`src/rtl/mdio_pkg.sv`:
```
// Shared MDIO frame constants, field widths and the master state encoding.
package mdio_pkg;

    localparam int unsigned PhyW  = 5;
    localparam int unsigned RegW  = 5;
    localparam int unsigned DataW = 16;

    localparam logic [1:0] StartBits = 2'b01;
    localparam logic [1:0] OpWr      = 2'b01;
    localparam logic [1:0] OpRd      = 2'b10;
    localparam logic [1:0] TaWr      = 2'b10;

    typedef enum logic [3:0] {
        StIdle,
        StPre,
        StSt,
        StOp,
        StPhyad,
        StRegad,
        StTa,
        StData,
        StEnd
    } mdio_state_e;

endpackage

```
`src/rtl/mdio_if.sv`:
```
// Command/response bus between a requester and the MDIO master.
interface mdio_if;
    import mdio_pkg::*;

    logic             cmd_valid;
    logic             cmd_ready;
    logic             cmd_rd;
    logic [PhyW-1:0]  cmd_phy;
    logic [RegW-1:0]  cmd_reg;
    logic [DataW-1:0] cmd_wdata;
    logic             rsp_valid;
    logic [DataW-1:0] rsp_rdata;
    logic             rsp_err;

    // Requester side.
    modport master (
        output cmd_valid, cmd_rd, cmd_phy, cmd_reg, cmd_wdata,
        input  cmd_ready, rsp_valid, rsp_rdata, rsp_err
    );

    // MDIO master side.
    modport slave (
        input  cmd_valid, cmd_rd, cmd_phy, cmd_reg, cmd_wdata,
        output cmd_ready, rsp_valid, rsp_rdata, rsp_err
    );

endinterface

```
`src/rtl/mdio_clkgen.sv`:
```
// MDC generator: one bit period is CLK_DIV clks, low for the first half.
// rise/fall flag the clk edges that will drive mdc 0->1 and 1->0.
module mdio_clkgen #(
    parameter int unsigned CLK_DIV = 4
) (
    input  logic clk,
    input  logic rst_n,
    input  logic start,
    input  logic run,
    output logic mdc,
    output logic rise,
    output logic fall
);

    localparam int unsigned   PhW    = (CLK_DIV > 2) ? $clog2(CLK_DIV) : 1;
    localparam logic [PhW-1:0] RiseAt = PhW'(CLK_DIV / 2 - 1);
    localparam logic [PhW-1:0] LastPh = PhW'(CLK_DIV - 1);

    logic [PhW-1:0] ph_q;

    assign rise = run && !start && (ph_q == RiseAt);
    assign fall = run && !start && (ph_q == LastPh);

    // Phase counter restarts on frame start and parks at zero while idle.
    always_ff @(posedge clk) begin
        if (!rst_n) begin
            ph_q <= '0;
            mdc  <= 1'b0;
        end else if (start || !run) begin
            ph_q <= '0;
            mdc  <= 1'b0;
        end else begin
            ph_q <= (ph_q == LastPh) ? '0 : ph_q + 1'b1;
            if (rise) begin
                mdc <= 1'b1;
            end else if (fall) begin
                mdc <= 1'b0;
            end
        end
    end

endmodule

```
`src/rtl/mdio_master.sv`:
```
// Clause-22 MDIO master: one read or write frame per accepted command.
module mdio_master
    import mdio_pkg::*;
#(
    parameter int unsigned CLK_DIV = 4,
    parameter int unsigned PRE_LEN = 32
) (
    input  logic  clk,
    input  logic  rst_n,
    mdio_if.slave cmd,
    output logic  busy,
    output logic  mdc,
    output logic  mdio_o,
    output logic  mdio_oe,
    input  logic  mdio_i
);

    if (CLK_DIV < 2 || (CLK_DIV % 2) != 0 || PRE_LEN > 32) begin : g_bad_param
        $error("mdio_master: CLK_DIV must be even and >= 2, PRE_LEN <= 32");
    end

    mdio_state_e      state_q, nxt_state;
    logic [4:0]       cnt_q, nxt_cnt;
    logic             rd_q, ta_err_q, ready_q, busy_q, rv_q, err_q, o_q, oe_q;
    logic [PhyW-1:0]  phy_q;
    logic [RegW-1:0]  reg_q;
    logic [DataW-1:0] wd_q, sh_q, rdata_q;
    logic [1:0]       nxt_bit;
    logic             accept, rise, fall, last;

    // {oe, o} for a given frame position; undriven positions idle high.
    function automatic logic [1:0] frame_bit(mdio_state_e s, logic [4:0] c, logic rd,
                                             logic [PhyW-1:0] phy, logic [RegW-1:0] rg,
                                             logic [DataW-1:0] wd);
        logic [1:0] res;
        logic [1:0] op;
        op  = rd ? OpRd : OpWr;
        res = 2'b01;
        case (s)
            StPre:   res = 2'b11;
            StSt:    res = {1'b1, StartBits[~c[0]]};
            StOp:    res = {1'b1, op[~c[0]]};
            StPhyad: res = {1'b1, phy[3'd4 - c[2:0]]};
            StRegad: res = {1'b1, rg[3'd4 - c[2:0]]};
            StTa:    res = rd ? 2'b01 : {1'b1, TaWr[~c[0]]};
            StData:  res = rd ? 2'b01 : {1'b1, wd[4'd15 - c[3:0]]};
            default: res = 2'b01;
        endcase
        return res;
    endfunction

    assign accept = cmd.cmd_valid && ready_q;

    mdio_clkgen #(
        .CLK_DIV(CLK_DIV)
    ) u_clkgen (
        .clk  (clk),
        .rst_n(rst_n),
        .start(accept),
        .run  (busy_q),
        .mdc  (mdc),
        .rise (rise),
        .fall (fall)
    );

    // Next frame position after the current bit, and the pin values it needs.
    always_comb begin
        nxt_state = state_q;
        nxt_cnt   = cnt_q + 5'd1;
        case (state_q)
            StPre:           last = (cnt_q == 5'(PRE_LEN - 1));
            StSt, StOp, StTa: last = (cnt_q == 5'd1);
            StPhyad, StRegad: last = (cnt_q == 5'd4);
            StData:          last = (cnt_q == 5'd15);
            default:         last = 1'b1;
        endcase
        if (last) begin
            nxt_cnt = 5'd0;
            case (state_q)
                StPre:   nxt_state = StSt;
                StSt:    nxt_state = StOp;
                StOp:    nxt_state = StPhyad;
                StPhyad: nxt_state = StRegad;
                StRegad: nxt_state = StTa;
                StTa:    nxt_state = StData;
                StData:  nxt_state = StEnd;
                default: nxt_state = StIdle;
            endcase
        end
        nxt_bit = frame_bit(nxt_state, nxt_cnt, rd_q, phy_q, reg_q, wd_q);
    end

    // Frame sequencer: pins move on fall strobes, mdio_i is sampled on rise strobes.
    always_ff @(posedge clk) begin
        if (!rst_n) begin
            state_q  <= StIdle;
            cnt_q    <= '0;
            rd_q     <= 1'b0;
            phy_q    <= '0;
            reg_q    <= '0;
            wd_q     <= '0;
            sh_q     <= '0;
            ta_err_q <= 1'b0;
            ready_q  <= 1'b1;
            busy_q   <= 1'b0;
            rv_q     <= 1'b0;
            rdata_q  <= '0;
            err_q    <= 1'b0;
            o_q      <= 1'b1;
            oe_q     <= 1'b0;
        end else begin
            rv_q <= 1'b0;
            if (accept) begin
                state_q  <= (PRE_LEN > 0) ? StPre : StSt;
                cnt_q    <= '0;
                rd_q     <= cmd.cmd_rd;
                phy_q    <= cmd.cmd_phy;
                reg_q    <= cmd.cmd_reg;
                wd_q     <= cmd.cmd_wdata;
                sh_q     <= '0;
                ta_err_q <= 1'b0;
                ready_q  <= 1'b0;
                busy_q   <= 1'b1;
                o_q      <= (PRE_LEN > 0);
                oe_q     <= 1'b1;
            end else if (busy_q) begin
                if (rise && rd_q) begin
                    if (state_q == StTa && cnt_q[0]) begin
                        ta_err_q <= mdio_i;
                    end
                    if (state_q == StData) begin
                        sh_q <= {sh_q[DataW-2:0], mdio_i};
                    end
                end
                if (fall) begin
                    state_q       <= nxt_state;
                    cnt_q         <= nxt_cnt;
                    {oe_q, o_q}   <= nxt_bit;
                    if (state_q == StEnd) begin
                        rv_q    <= 1'b1;
                        rdata_q <= rd_q ? sh_q : '0;
                        err_q   <= rd_q & ta_err_q;
                        ready_q <= 1'b1;
                        busy_q  <= 1'b0;
                    end
                end
            end
        end
    end

    assign cmd.cmd_ready = ready_q;
    assign cmd.rsp_valid = rv_q;
    assign cmd.rsp_rdata = rdata_q;
    assign cmd.rsp_err   = err_q;
    assign busy          = busy_q;
    assign mdio_o        = o_q;
    assign mdio_oe       = oe_q;

endmodule

```
`src/flat_wrapper.sv`:
```
// flat-port wrapper written by rule: the top's interface ports become plain ports
module mdio_master_flat import mdio_pkg::*;
#(
    parameter int unsigned CLK_DIV = 4,
    parameter int unsigned PRE_LEN = 32
)
  (clk, rst_n, busy, mdc, mdio_o, mdio_oe, mdio_i, cmd_cmd_valid, cmd_cmd_rd, cmd_cmd_phy, cmd_cmd_reg, cmd_cmd_wdata, cmd_cmd_ready, cmd_rsp_valid, cmd_rsp_rdata, cmd_rsp_err);
  mdio_if cmd_i ();
  input  logic clk;
  input  logic rst_n;
  output logic busy;
  output logic mdc;
  output logic mdio_o;
  output logic mdio_oe;
  input  logic mdio_i;
  input wire logic [$bits(cmd_i.cmd_valid)-1:0] cmd_cmd_valid;
  input wire logic [$bits(cmd_i.cmd_rd)-1:0] cmd_cmd_rd;
  input wire logic [$bits(cmd_i.cmd_phy)-1:0] cmd_cmd_phy;
  input wire logic [$bits(cmd_i.cmd_reg)-1:0] cmd_cmd_reg;
  input wire logic [$bits(cmd_i.cmd_wdata)-1:0] cmd_cmd_wdata;
  output wire logic [$bits(cmd_i.cmd_ready)-1:0] cmd_cmd_ready;
  output wire logic [$bits(cmd_i.rsp_valid)-1:0] cmd_rsp_valid;
  output wire logic [$bits(cmd_i.rsp_rdata)-1:0] cmd_rsp_rdata;
  output wire logic [$bits(cmd_i.rsp_err)-1:0] cmd_rsp_err;
  assign cmd_i.cmd_valid = cmd_cmd_valid;
  assign cmd_i.cmd_rd = cmd_cmd_rd;
  assign cmd_i.cmd_phy = cmd_cmd_phy;
  assign cmd_i.cmd_reg = cmd_cmd_reg;
  assign cmd_i.cmd_wdata = cmd_cmd_wdata;
  assign cmd_cmd_ready = cmd_i.cmd_ready;
  assign cmd_rsp_valid = cmd_i.rsp_valid;
  assign cmd_rsp_rdata = cmd_i.rsp_rdata;
  assign cmd_rsp_err = cmd_i.rsp_err;
  mdio_master #(.CLK_DIV(CLK_DIV), .PRE_LEN(PRE_LEN)) u_core (.clk(clk), .rst_n(rst_n), .cmd(cmd_i), .busy(busy), .mdc(mdc), .mdio_o(mdio_o), .mdio_oe(mdio_oe), .mdio_i(mdio_i));
endmodule
```
`config.mk`:
```
export PLATFORM = sky130hd
export DESIGN_NAME = mdio_master_flat
export DESIGN_NICKNAME = d
export VERILOG_FILES = /design/src/rtl/mdio_pkg.sv /design/src/rtl/mdio_if.sv /design/src/rtl/mdio_clkgen.sv /design/src/rtl/mdio_master.sv /design/src/flat_wrapper.sv
export SDC_FILE = /design/constraint.sdc
export NUM_CORES = 1
export LEC_CHECK = 0
export ABC_CLOCK_PERIOD_IN_PS = 8540
export CAP_MARGIN = 20
export CORE_ASPECT_RATIO = 1.25
export CORE_MARGIN = 4
export CORE_UTILIZATION = 58
export CTS_CLUSTER_DIAMETER = 40
export DETAILED_ROUTE_END_ITERATION = 8
export HOLD_SLACK_MARGIN = 0.15
export PLACE_DENSITY = 0.93
export SYNTH_ARGS = -nofsm -noshare
export SYNTH_HDL_FRONTEND = slang
export SYNTH_SLANG_ARGS = --single-unit
```
`constraint.sdc`:
```
create_clock -name clk -period 8.54 [get_ports clk]
set_input_delay 0.854 -clock clk [delete_from_list [all_inputs] [get_ports clk]]
set_output_delay 0.854 -clock clk [all_outputs]
set_load 0.005 [all_outputs]
```
* Word level (Yosys, flattened, before mapping) *
Cells that the tools add are included.

word-level totals
  register bits = 78
  bits in latches = 0
  memory bits (writable) = 0
  ROM bits = 0
  memories = 0

operators by class
  add/sub/neg operators = 4
  multipliers = 0
  divide/modulo/power cells = 0
  $lt $le $gt $ge = 3
  equality and inequality tests = 21
  shift operators = 0
  muxes and demuxes = 38
  bitwise operators = 6
  reductions and logical operators = 25

operators by type and width
  kind                   count
  $eq A4 B3 Y1 const B   8
  $pmux W4 S7            1
  $mux W1                26
  $eq A4 B2 Y1 const B   4
  $mux W16               1
  $pmux W2 S7            1
  $reduce_and A3 Y1      3
  $eq A4 B1 Y1 const B   2
  $reduce_bool A2 Y1     4
  $bmux W1 S3            2
  $logic_and A1 B1 Y1    6
  $mux W2                3
  $reduce_or A2 Y1       3
  $reduce_or A3 Y1       2
  $add A5 B1 Y5 const B  1
  $eq A5 B1 Y1 const B   1
  $eq A5 B3 Y1 const B   1
  $eq A5 B4 Y1 const B   1
  $eq A5 B5 Y1 const B   1
  $lt A4 B5 Y1 const B   1
  $mux W5                1
  $not A1 Y1             5
  $bmux W1 S4            1
  $eq A4 B4 Y1 const B   1
  other kinds (15)       17

* Longest topological paths before layout *
  depth in word-level cells = 12
  mapped depth = 13
  mapped depth without buffers = 12

* Cells and area by module *
From an unflattened synthesis, not the netlist that was laid out.

second synthesis, totals
  cells, all modules = 415
  area, all modules = 3701.0 µm²

by module, submodules not included
  module       instances  cells each  area each (µm²)
  mdio_master  1          401         3555.9
  mdio_clkgen  1          14          145.1

* Least setup slack after synthesis *
No wires, ideal clock.

  path kind = register -> register
  start point = register u_core.state_q[2]
  end point = register u_core.o_q, in the netlist u_core.mdio_o
  arrival time = 2.576 ns
  slack = 5.839 ns
  cell stages (with the launch flop) = 12
  clock period less this slack = 2.701 ns
  cells stage by stage = dfxtp_1 > buf_4 > buf_2 > a211o_1 > o32a_1 > nand2_1 > nand3_1 > ha_1 > mux4_1 > o2111a_1 > a211oi_2 > o22ai_1

on the way
  longest elaborated chain between the ends = 9
  elaborated cells between the ends (all ways) = 37

ends and longest elaborated chain
  element                                               line                                  source
  start: declaration                                    mdio_master.sv:22                     mdio_state_e state_q, nxt_state;
  start signal: assignment                              mdio_master.sv:96                     state_q <= StIdle;
  start signal: assignment                              mdio_master.sv:114                    state_q <= (PRE_LEN > 0) ? StPre : StSt;
  start signal: assignment                              mdio_master.sv:136                    state_q <= nxt_state;
  $eq A4 B2 Y1 or $eq A4 B3 Y1 (tied branches)          mdio_master.sv:70, mdio_master.sv:79
  $reduce_or A3 Y1 or $reduce_or A2 Y1 (tied branches)  mdio_master.sv:70                     case (state_q)
  $pmux W1 S4                                           mdio_master.sv:70
  $mux W5                                               mdio_master.sv:77                     if (last) begin
  $sub A4 B4 Y4                                         mdio_master.sv:46                     StData: res = rd ? 2'b01 : {1'b1, wd[4'd15 - c[3:0]]};
  $bmux W1 S4                                           mdio_master.sv:46
  $mux W1 (not written as such)                         mdio_master.sv:46
  $mux W2                                               mdio_master.sv:46
  $pmux W2 S7 (*)                                       mdio_master.sv:39                     case (s)
  end signal: assignment                                mdio_master.sv:124                    o_q <= (PRE_LEN > 0);
  end signal: assignment                                mdio_master.sv:138                    {oe_q, o_q} <= nxt_bit;
  end: declaration                                      mdio_master.sv:24                     logic rd_q, ta_err_q, ready_q, busy_q, rv_q, err_q, o_q, oe_q;

Every way passes the cells marked *; elsewhere a longest branch is shown, timed or not. The select of a mux whose other input is x is not followed.
A chain may end at the register's enable or synchronous reset.

* Worst setup path after layout *
  start point = input port cmd_cmd_valid
  end point = register u_core.o_q, in the netlist u_core.mdio_o

on the way
  longest elaborated chain between the ends = 5
  elaborated cells between the ends (all ways) = 6

ends and longest elaborated chain
  element                            line                source
  start: declaration                 flat_wrapper.sv:16  input wire logic [$bits(cmd_i.cmd_valid)-1:0] cmd_cmd_valid;
  $logic_and A1 B1 Y1 (*)            mdio_master.sv:52   assign accept = cmd.cmd_valid && ready_q;
  $logic_not A1 Y1                   mdio_clkgen.sv:22   assign fall = run && !start && (ph_q == LastPh);
  $logic_and A1 B1 Y1 (2 in series)  mdio_clkgen.sv:22
  $reduce_and A2 Y1 (no line)        n/a

Every way passes the cells marked *; elsewhere a longest branch is shown, timed or not.

==> impl_metrics.json <==
{
  "synth_area_per_cell_um2": 8.81,
  "area_growth_pct": 18.9,
  "crit_chain": "clkdlybuf4s50_1 -> nand2_1 -> nand2_1 -> a2111oi_0 -> nand3_1 -> a211oi_2 -> o22ai_1",
  "fin_util_pct": 71.3,
  "die_x_um": 79.6,
  "cts_tree": "built",
  "critical_path_class": "input port to flop",
  "grt_pass1_wl_um": 15100,
  "synth_edf_count": 0,
  "p_leak_nw": 1.75,
  "cts-resized-gates": 0,
  "core_area_um2": 6210,
  "r2r_slack_ns": 4.97,
  "finalCritPeriodShare_pct": 43.0,
  "power.total_mw": 0.724,
  "synth.distinct_cells": 56,
  "setup_viol": 0,
  "ctsLongestPathBuffers": 2,
  "synth_fp_nets": 458,
  "reg2reg_to": "u_core.mdio_o",
  "critPathMaxFanout": 32,
  "diodes": 0,
  "critPathTopFamily": "simple AND/OR/NAND/NOR gates",
  "holdBufCountCts": 0,
  "tightest_slew_ns": 1.01,
  "drive_above_1_share_pct": 7.19,
  "drt_pass1_iterations": 5,
  "synth_top_area_share_pct": 42.0,
  "start_util_pct": 59.9,
  "die_h_um": 97.5,
  "r2r_start": "u_core.state_q[3]",
  "port_buffers": 53,
  "rsz0062_at_grt": "no",
  "synth-seq-cells": 78,
  "yosys_warnings": 0,
  "reg2reg_depth": 10,
  "finish.net_count": 490,
  "dp_hpwl_um": 6170,
  "vias_per_cell": 5.90,
  "fmax_ghz": 0.273,
  "track_usage_pct": 24.3,
  "root_buffer": "clkbuf_8",
  "ir_worst_vdd_mv": 0.171,
  "hold_end": "u_core.reg_q[3]",
  "drt_iter0_drc": 437,
  "num_rows": 32,
  "wire_per_inst_um": 16.3,
  "end_kind": "flop",
  "path_common_cell": "nand2_1",
  "grt_pass1_vias": 3191,
  "hold_class": "flop to flop",
  "powerDensity_nw_per_um2": 164,
  "io_pins": 54,
  "cp_num_buf_inv": 1,
  "async_reset_ff_share_pct": 0,
  "ys_seq_area_share_pct": 42.0,
  "relSlewSlack_pct": 32.2,
  "worstHoldStart": "u_core.reg_q[3]",
  "dr_total_vias": 3212,
  "clk_pin_slew_worst_paths_ns": 0.08,
  "hold_viol_final": 0,
  "layout_min_cycle_time_ns": 3.67,
  "netlist_instances": 422,
  "yosysMostFrequentCell": "dfxtp_1",
  "synth_common_cells": "78 x dfxtp_1, 77 x nand2_1, 39 x nor2_1",
  "yosysTopAreaCell": "dfxtp_1",
  "antenna_left": 0,
  "finClkSkew_ns": 0.0143,
  "grt_max_degree": 39,
  "fill_cells": 437,
  "required_ns": 8.77,
  "antenna_found_initial": 0,
  "htreeDepth": 3,
  "status": "completed",
  "cp.arrival_ns": 3.90,
  "die_area_um2": 7770,
  "remaining_drc_errors": 0,
  "hold_depth": 2,
  "critPathSlowestCell": "nand2_1",
  "clk_latency_ns": 0.36,
  "wl_um": 8860,
  "clkSinkCount": 78,
  "crit_path_max_incr_delay_ns": 0.84,
  "start_kind": "input port",
  "cts_inserted_buffers": 9,
  "synth_area_leaders": "dfxtp_1 42%, nand2_1 7.8%, a21boi_0 6.1%",
  "gp_congestion": 0.932,
  "grt_overflow_total": 0,
  "maxSlewViolCount": 0,
  "drv_cap": 0,
  "setup_tns_ns": 0,
  "synth_top_flop_cell": "dfxtp_1",
  "post_cts_buffers": 0,
  "synth_area_um2": 3720
}
==> worst max path at each step <==
stage                       from            end  slack, ns  cells after the start
6_report           cmd_cmd_valid  u_core.mdio_o       4.87                      7
5_1_grt            cmd_cmd_valid  u_core.mdio_o       4.53                      7
4_1_cts            cmd_cmd_valid  u_core.mdio_o       4.91                      7
3_5_place_dp       cmd_cmd_valid  u_core.mdio_o       4.57                      7
3_3_place_gp       cmd_cmd_valid  u_core.mdio_o       4.67                      7
2_1_floorplan  u_core.state_q[2]  u_core.mdio_o       5.84                     11
==> through the flow <==
step                cell area, um2  hold WS, ns  worst slack, ns  cells
floorplan                     3720        0.421             5.84    422
global placement              4210        0.432             4.67    528
detailed placement            4210        0.456             4.57    528
CTS                           4420        0.467             4.91    544
global route                  4420        0.481             4.53    544
finish                        4420        0.463             4.87    544
==> cells by family (layout without fill, tap and decap cells) <==
family                   after synthesis  in the layout  share of synthesized area, %
adder cells (fa/ha/maj)                5              5                          1.68
multiplexers                          25             25                          8.61
buffers and inverters                 41             78                          4.88
AO/OA/AOI/OAI                         99             99                          20.6
AND/OR/NAND/NOR                      169            169                          21.1
flip-flops                            78             78                          42.0
XOR/XNOR                               5              5                          1.18
==> routing by layer <==
layer | wire [um] | GRT usage, %
met5 | 0 | 0
met4 | 181 | 8.33
met3 | 430 | 5.57
met2 | 4690 | 41.7
met1 | 3560 | 29.2
==> sequential cells by signal, indices dropped and copies added (netlist names), 2 cells and up <==
name                  cells
u_core.state_q            4
u_core.cnt_q              5
u_core.phy_q              5
u_core.u_clkgen.ph_q      2
u_core.wd_q              16
u_core.reg_q              5
u_core.cmd.rsp_rdata     16
u_core.sh_q              16
==> tightest hold or removal path, delay by kind of cell, from the launching register on <==
family             cells  cell delay (ns)
AOI/OAI and AO/OA      1             0.06
DFF                    1             0.31
and+or+nand+nor        1             0.04
==> power by group <==
group | switching (mW) | internal (mW) | total (mW)
sequential | 0.00737 | 0.372 | 0.380
clock | 0.147 | 0.142 | 0.289
combinational | 0.0275 | 0.0278 | 0.0553
==> layout by cell type (no fill, tap or decap), types with 3 or more instances in the layout <==
cell type / count
nor2b_1: 6
o31ai_1: 3
a21boi_0: 30
a22o_1: 14
ha_1: 5
a211oi_1: 4
xor2_1: 3
nor3_1: 8
nor2_1: 39
a211o_1: 3
mux4_2: 3
mux2i_1: 20
o22ai_1: 3
inv_1: 8
nand3_1: 12
o21ai_0: 9
nor4_1: 3
a21oi_1: 14
clkbuf_8: 9
dfxtp_1: 78
clkdlybuf4s50_1: 53
and2_1: 3
nand2_1: 77
and3_1: 6
==> area by class of cell <==
cell class	count	area (um2)	area share (%)
tap	85	106	2.40
clock inverter	7	87.6	1.98
timing repair buffer	54	538	12.2
clock buffer	9	124	2.80
multi-input combinational	303	1980	44.7
inverter	8	30.0	0.679
sequential	78	1560	35.3
Power figures use the tool's default switching activity.
